==> src/rtl/sec_pkg.sv <==
// Shared constants and state encoding for the secure read decoder.
// Imported by the top-level FSM and the square-root sub-module.
package sec_pkg;

    localparam logic [15:0] KEY_MEM     = 16'h0032;
    localparam int unsigned ADDR_THRESH = 128;
    localparam int unsigned DIV_CYC     = 32;
    localparam int unsigned SQRT_CYC    = 16;

    typedef enum logic [2:0] {
        IDLE,
        DIV,
        CHK,
        SQRT,
        FIX,
        DONE
    } state_e;

endpackage

==> src/rtl/sec_isqrt32.sv <==
// Iterative digit-by-digit integer square root, two radicand bits per cycle.
// Produces a 16-bit floor root and flags whether the radicand was a perfect square.
module sec_isqrt32 (
    input  logic        clk,
    input  logic        rst_n,
    input  logic        start_i,
    input  logic [31:0] x_i,
    output logic        done_o,
    output logic [15:0] root_o,
    output logic        exact_o
);
    import sec_pkg::*;

    logic        busy_q, busy_d;
    logic        done_q, done_d;
    logic [3:0]  cnt_q, cnt_d;
    logic [31:0] x_q, x_d;
    logic [17:0] rem_q, rem_d;
    logic [15:0] root_q, root_d;

    logic [19:0] rem_sh;
    logic [19:0] trial;
    logic        ge;

    // Remainder never exceeds 2*root, so 18 bits always suffice.
    assign rem_sh = {rem_q, x_q[31:30]};
    assign trial  = {2'b00, root_q, 2'b01};
    assign ge     = (rem_sh >= trial);

    always_comb begin
        busy_d = busy_q;
        done_d = done_q;
        cnt_d  = cnt_q;
        x_d    = x_q;
        rem_d  = rem_q;
        root_d = root_q;
        if (start_i) begin
            busy_d = 1'b1;
            done_d = 1'b0;
            cnt_d  = 4'd0;
            x_d    = x_i;
            rem_d  = 18'd0;
            root_d = 16'd0;
        end else if (busy_q) begin
            x_d    = {x_q[29:0], 2'b00};
            rem_d  = ge ? 18'(rem_sh - trial) : 18'(rem_sh);
            root_d = {root_q[14:0], ge};
            cnt_d  = cnt_q + 4'd1;
            if (cnt_q == 4'(SQRT_CYC - 1)) begin
                busy_d = 1'b0;
                done_d = 1'b1;
            end
        end
    end

    always_ff @(posedge clk or negedge rst_n) begin
        if (!rst_n) begin
            busy_q <= 1'b0;
            done_q <= 1'b0;
            cnt_q  <= 4'd0;
            x_q    <= 32'd0;
            rem_q  <= 18'd0;
            root_q <= 16'd0;
        end else begin
            busy_q <= busy_d;
            done_q <= done_d;
            cnt_q  <= cnt_d;
            x_q    <= x_d;
            rem_q  <= rem_d;
            root_q <= root_d;
        end
    end

    assign done_o  = done_q;
    assign root_o  = root_q;
    assign exact_o = (rem_q == 18'd0);

endmodule

==> src/rtl/secure_read_decoder.sv <==
// Recovers x from E = ((x-3)^2 + 9) * 3 for protected reads: divide by 3,
// subtract 9, exact integer sqrt, add 3. Plain reads bypass; bad keys are denied.
import sec_pkg::*;

module secure_read_decoder #(
    parameter int unsigned DATA_W      = 32,
    parameter int unsigned ADDR_W      = 10,
    parameter logic [15:0] KEY         = sec_pkg::KEY_MEM,
    parameter int unsigned ADDR_THRESH = sec_pkg::ADDR_THRESH
) (
    input  logic              clk,
    input  logic              rst_n,
    input  logic              in_valid,
    output logic              in_ready,
    input  logic [DATA_W-1:0] data_in_mem,
    input  logic [15:0]       key_access,
    input  logic [ADDR_W-1:0] read_address,
    output logic              out_valid,
    input  logic              out_ready,
    output logic [DATA_W-1:0] data_out_reg,
    output logic              err,
    output logic              denied
);

    localparam logic [ADDR_W-1:0] THR = ADDR_W'(ADDR_THRESH);

    state_e            st_q, st_d;
    logic [4:0]        cnt_q, cnt_d;
    logic [DATA_W-1:0] e_q, e_d;
    logic [1:0]        rem_q, rem_d;
    logic              ov_q, ov_d;
    logic              err_q, err_d;
    logic              den_q, den_d;
    logic [DATA_W-1:0] data_q, data_d;

    logic [2:0]  div_t;
    logic        div_ge;
    logic        q_ok;
    logic        sq_start;
    logic [31:0] sq_x;
    logic        sq_done;
    logic [15:0] sq_root;
    logic        sq_exact;
    logic [16:0] fix_val;

    // e_q shifts the dividend out at the top and the quotient in at the bottom.
    assign div_t    = {rem_q, e_q[DATA_W-1]};
    assign div_ge   = (div_t >= 3'd3);
    assign q_ok     = (rem_q == 2'd0) && (e_q >= DATA_W'(9));
    assign sq_x     = 32'(e_q - DATA_W'(9));
    assign sq_start = (st_q == CHK) && q_ok;
    assign fix_val  = {1'b0, sq_root} + 17'd3;

    sec_isqrt32 u_sqrt (
        .clk     (clk),
        .rst_n   (rst_n),
        .start_i (sq_start),
        .x_i     (sq_x),
        .done_o  (sq_done),
        .root_o  (sq_root),
        .exact_o (sq_exact)
    );

    always_comb begin
        st_d   = st_q;
        cnt_d  = cnt_q;
        e_d    = e_q;
        rem_d  = rem_q;
        ov_d   = ov_q;
        err_d  = err_q;
        den_d  = den_q;
        data_d = data_q;
        unique case (st_q)
            IDLE: begin
                if (in_valid) begin
                    e_d   = data_in_mem;
                    rem_d = 2'd0;
                    cnt_d = 5'd0;
                    if (key_access != KEY) begin
                        den_d  = 1'b1;
                        data_d = '0;
                        ov_d   = 1'b1;
                        st_d   = DONE;
                    end else if (read_address <= THR) begin
                        data_d = data_in_mem;
                        ov_d   = 1'b1;
                        st_d   = DONE;
                    end else begin
                        st_d = DIV;
                    end
                end
            end
            DIV: begin
                e_d   = {e_q[DATA_W-2:0], div_ge};
                rem_d = div_ge ? 2'(div_t - 3'd3) : div_t[1:0];
                cnt_d = cnt_q + 5'd1;
                if (cnt_q == 5'(DIV_CYC - 1)) begin
                    st_d = CHK;
                end
            end
            CHK: begin
                cnt_d = 5'd0;
                if (q_ok) begin
                    st_d = SQRT;
                end else begin
                    err_d  = 1'b1;
                    data_d = '0;
                    ov_d   = 1'b1;
                    st_d   = DONE;
                end
            end
            SQRT: begin
                cnt_d = cnt_q + 5'd1;
                if (cnt_q == 5'(SQRT_CYC - 1)) begin
                    st_d = FIX;
                end
            end
            FIX: begin
                if (sq_done && sq_exact) begin
                    data_d = DATA_W'(fix_val);
                end else begin
                    err_d  = 1'b1;
                    data_d = '0;
                end
                ov_d = 1'b1;
                st_d = DONE;
            end
            DONE: begin
                if (out_ready) begin
                    ov_d   = 1'b0;
                    err_d  = 1'b0;
                    den_d  = 1'b0;
                    data_d = '0;
                    st_d   = IDLE;
                end
            end
            default: begin
                st_d = IDLE;
            end
        endcase
    end

    always_ff @(posedge clk or negedge rst_n) begin
        if (!rst_n) begin
            st_q   <= IDLE;
            cnt_q  <= 5'd0;
            e_q    <= '0;
            rem_q  <= 2'd0;
            ov_q   <= 1'b0;
            err_q  <= 1'b0;
            den_q  <= 1'b0;
            data_q <= '0;
        end else begin
            st_q   <= st_d;
            cnt_q  <= cnt_d;
            e_q    <= e_d;
            rem_q  <= rem_d;
            ov_q   <= ov_d;
            err_q  <= err_d;
            den_q  <= den_d;
            data_q <= data_d;
        end
    end

    assign in_ready     = (st_q == IDLE);
    assign out_valid    = ov_q;
    assign err          = err_q;
    assign denied       = den_q;
    assign data_out_reg = data_q;

endmodule

==> config.mk <==
export PLATFORM = sky130hd
export DESIGN_NAME = secure_read_decoder
export DESIGN_NICKNAME = d
export VERILOG_FILES = /design/src/rtl/sec_pkg.sv /design/src/rtl/sec_isqrt32.sv /design/src/rtl/secure_read_decoder.sv
export SDC_FILE = /design/constraint.sdc
export NUM_CORES = 1
export LEC_CHECK = 0
export BUFFER_PORTS_ARGS = -buffer_cell sky130_fd_sc_hd__buf_2
export CAP_MARGIN = 20
export CORE_UTILIZATION = 40
export CTS_CLUSTER_SIZE = 28
export DETAILED_ROUTE_END_ITERATION = 8
export HOLD_SLACK_MARGIN = 0.12
export PLACE_DENSITY = 0.69
export SYNTH_ARGS = -nofsm -noshare
export SYNTH_HDL_FRONTEND = slang
export SYNTH_SLANG_ARGS = --single-unit
==> constraint.sdc <==
create_clock -name clk -period 6.4 [get_ports clk]
set_clock_uncertainty 0.05 [all_clocks]
set_input_delay 1.28 -clock clk [delete_from_list [all_inputs] [get_ports clk]]
set_output_delay 1.28 -clock clk [all_outputs]
set_load 0.05 [all_outputs]
==> metrics <==
max-slew violations 0; pin count of the biggest net entering global routing 99; Clk Latency, worst-skew pair 0.43 ns; CP Data Required Time 6.66 ns; layout cells sized above 1 16.2%; floorplan row count 54; Most used DFF post-synth dfrtp_1; final hold violation count 0; Post-Syn Instances 976; critical setup path kind reg -> reg; Final ANT Viol Nets 0; hpwl dp 15600 µm; first-pass GRT wire length 36600 µm; Initial Util 40.8%; total power 4.82 mW; Post-synth EDFFs 0; vias in the first global route 7137; cts hold-fix bufs 0; crit path DAT 3.87 ns; Layout area overhead 15.0%; die extent in y 151 µm; leakage power total 4.70 nW; initial antenna violation count 0; commonest non-fill, non-tap cells in the layout 148 x dfrtp_1, 120 x nand2_1, 109 x o21ai_0; area leader, netlist dfrtp_1; flop-to-flop setup slack 2.79 ns; register bit total from synthesis 149; TNS Setup 0 ns; Core Area 21900 µm²; Achievable Freq 0.277 GHz; drc violations 0; fillers 2095; Mapped Nets 1064; relative max-transition margin 34.2%; Final Core Density 46.9%; htree depth 4; Via density 5.53; Worst Setup Start Kind register; CTS resizes 0; Worst Path Max Fanout 36; most common cell after layout, fill and taps aside dfrtp_1; clock period minus worst slack 3.61 ns; post-synthesis sequential area ratio 41.7%; Hold Path Class reg -> reg; post-synth top area share 41.7%; grt total ovfl 0; vias post-DR 7435; Peak VDD IR 282 µV; post-synthesis cell area 8940 µm²; RSZ-0062 raised after global routing no; DRT iter0 DRCs 439; fraction of registers with async set/reset 100%; port bufs 97; WL per Instance 16.6 µm; routed wire length 22400 µm; Post-CTS Setup Bufs 0; Ports 98; # clock sinks 149; run status completed; RePlAce Congestion 0.869; most area-consuming cells after synthesis dfrtp_1 42%, mux2i_1 9.3%, o21ai_0 6.1%; yosys warns 0; CTS root buf clkbuf_16; P per Cell Area 469 nW/µm²; full die area 22900 µm²; Tcrit/Tclk final 56.3%; CP endpoint kind register; post-layout net count 1140; # setup viols final 0; GRT Util Overall 20.6%; clock tree buffer depth 2; Clock transition at path regs 0.07 ns; Final Hold Slack 0.465 ns; post-synth cell types 60; Max Cap Viol 0; average size of a mapped cell 9.16 µm²; DR pass1 iterations 6; Chip Width 151 µm; CTS tree built; worst slew pin tran 0.986 ns; CTS Buf Count 17; n_diodes 0
cell families after synthesis:
kind of cell / synth area share, %
and+or+nand+nor: 17.8
AOI/OAI and AO/OA: 15.1
DFF: 41.7
muxes: 12.3
buffers and inverters: 4.47
xor gates and xnor gates: 5.00
adders and majority gates: 3.64
where the power goes:
group	internal [mW]	switching (mW)
Clock	0.556	0.452
Sequential	1.27	0.392
Combinational	0.858	1.29
worst max-delay path, cell delays in order, from the launching register on:
cell	delay [ns]
dfrtp_1	0.44
nor4_1	0.48
o21ai_0	0.19
buf_4	0.21
nor4_4	0.44
a21o_1	0.18
buf_4	0.36
nand3_4	0.60
mux2_4	0.50
metrics by stage:
step	setup slack, ns	instance area, µm²	std cells
after floorplan	3.05	8940	976
after global placement	2.44	9690	1313
after detailed placement	2.40	9690	1313
after CTS	2.81	10300	1345
after global routing	2.59	10300	1345
final	2.79	10300	1345
cell usage after synthesis (3+ instances only):
master,number
nor2_1,54
and2_1,3
mux2_2,5
o21ai_0,109
o211ai_1,5
o2111ai_1,4
or2_2,3
clkbuf_1,42
mux2_4,14
or3_1,9
o31ai_1,6
buf_2,4
nor4b_1,4
nor3_1,29
nand2_1,120
dfrtp_1,149
inv_1,48
nand3_1,21
a21oi_1,32
or4_1,3
a22o_1,3
nand3b_1,7
nand4_1,5
xor2_1,18
nor3b_1,9
a31oi_1,21
a211oi_1,13
o21a_1,7
xnor2_1,33
mux2i_1,83
buf_1,3
nand2b_1,9
nor2b_1,17
nor4_1,11
a21o_1,8
ha_1,26
and3_1,9
routing by layer:
layer | vias up | track usage [%] | routed length, µm
li1 | 3615 | - | -
met1 | 3550 | 28.8 | 10400
met2 | 240 | 32.0 | 10200
met3 | 30 | 3.41 | 1140
met4 | 0 | 7.35 | 535
met5 | - | 0 | 0
area by class of cell:
class / instances / area (µm²) / area share [%]
multi-input combinational: 727 / 4840 / 47.1
inverter: 48 / 180 / 1.75
timing repair buffer: 109 / 582 / 5.66
clock buffer: 18 / 429 / 4.18
tap: 280 / 350 / 3.41
clock inverter: 14 / 160 / 1.56
sequential: 149 / 3730 / 36.3
path summary, 6_finish.rpt:
path,from,endpoint,cells past startpoint
max reg2reg,e_q[6],data_out_reg[13],8
min,data_out_reg[3],data_out_reg[3],1
max in group asynchronous,rst_n,e_q[22],2
min in group asynchronous,rst_n,u_sqrt.root_o[15],1
min reg2reg,data_out_reg[3],data_out_reg[3],1
max,e_q[6],data_out_reg[13],8
No activity file was read; power rests on OpenSTA's default activity.
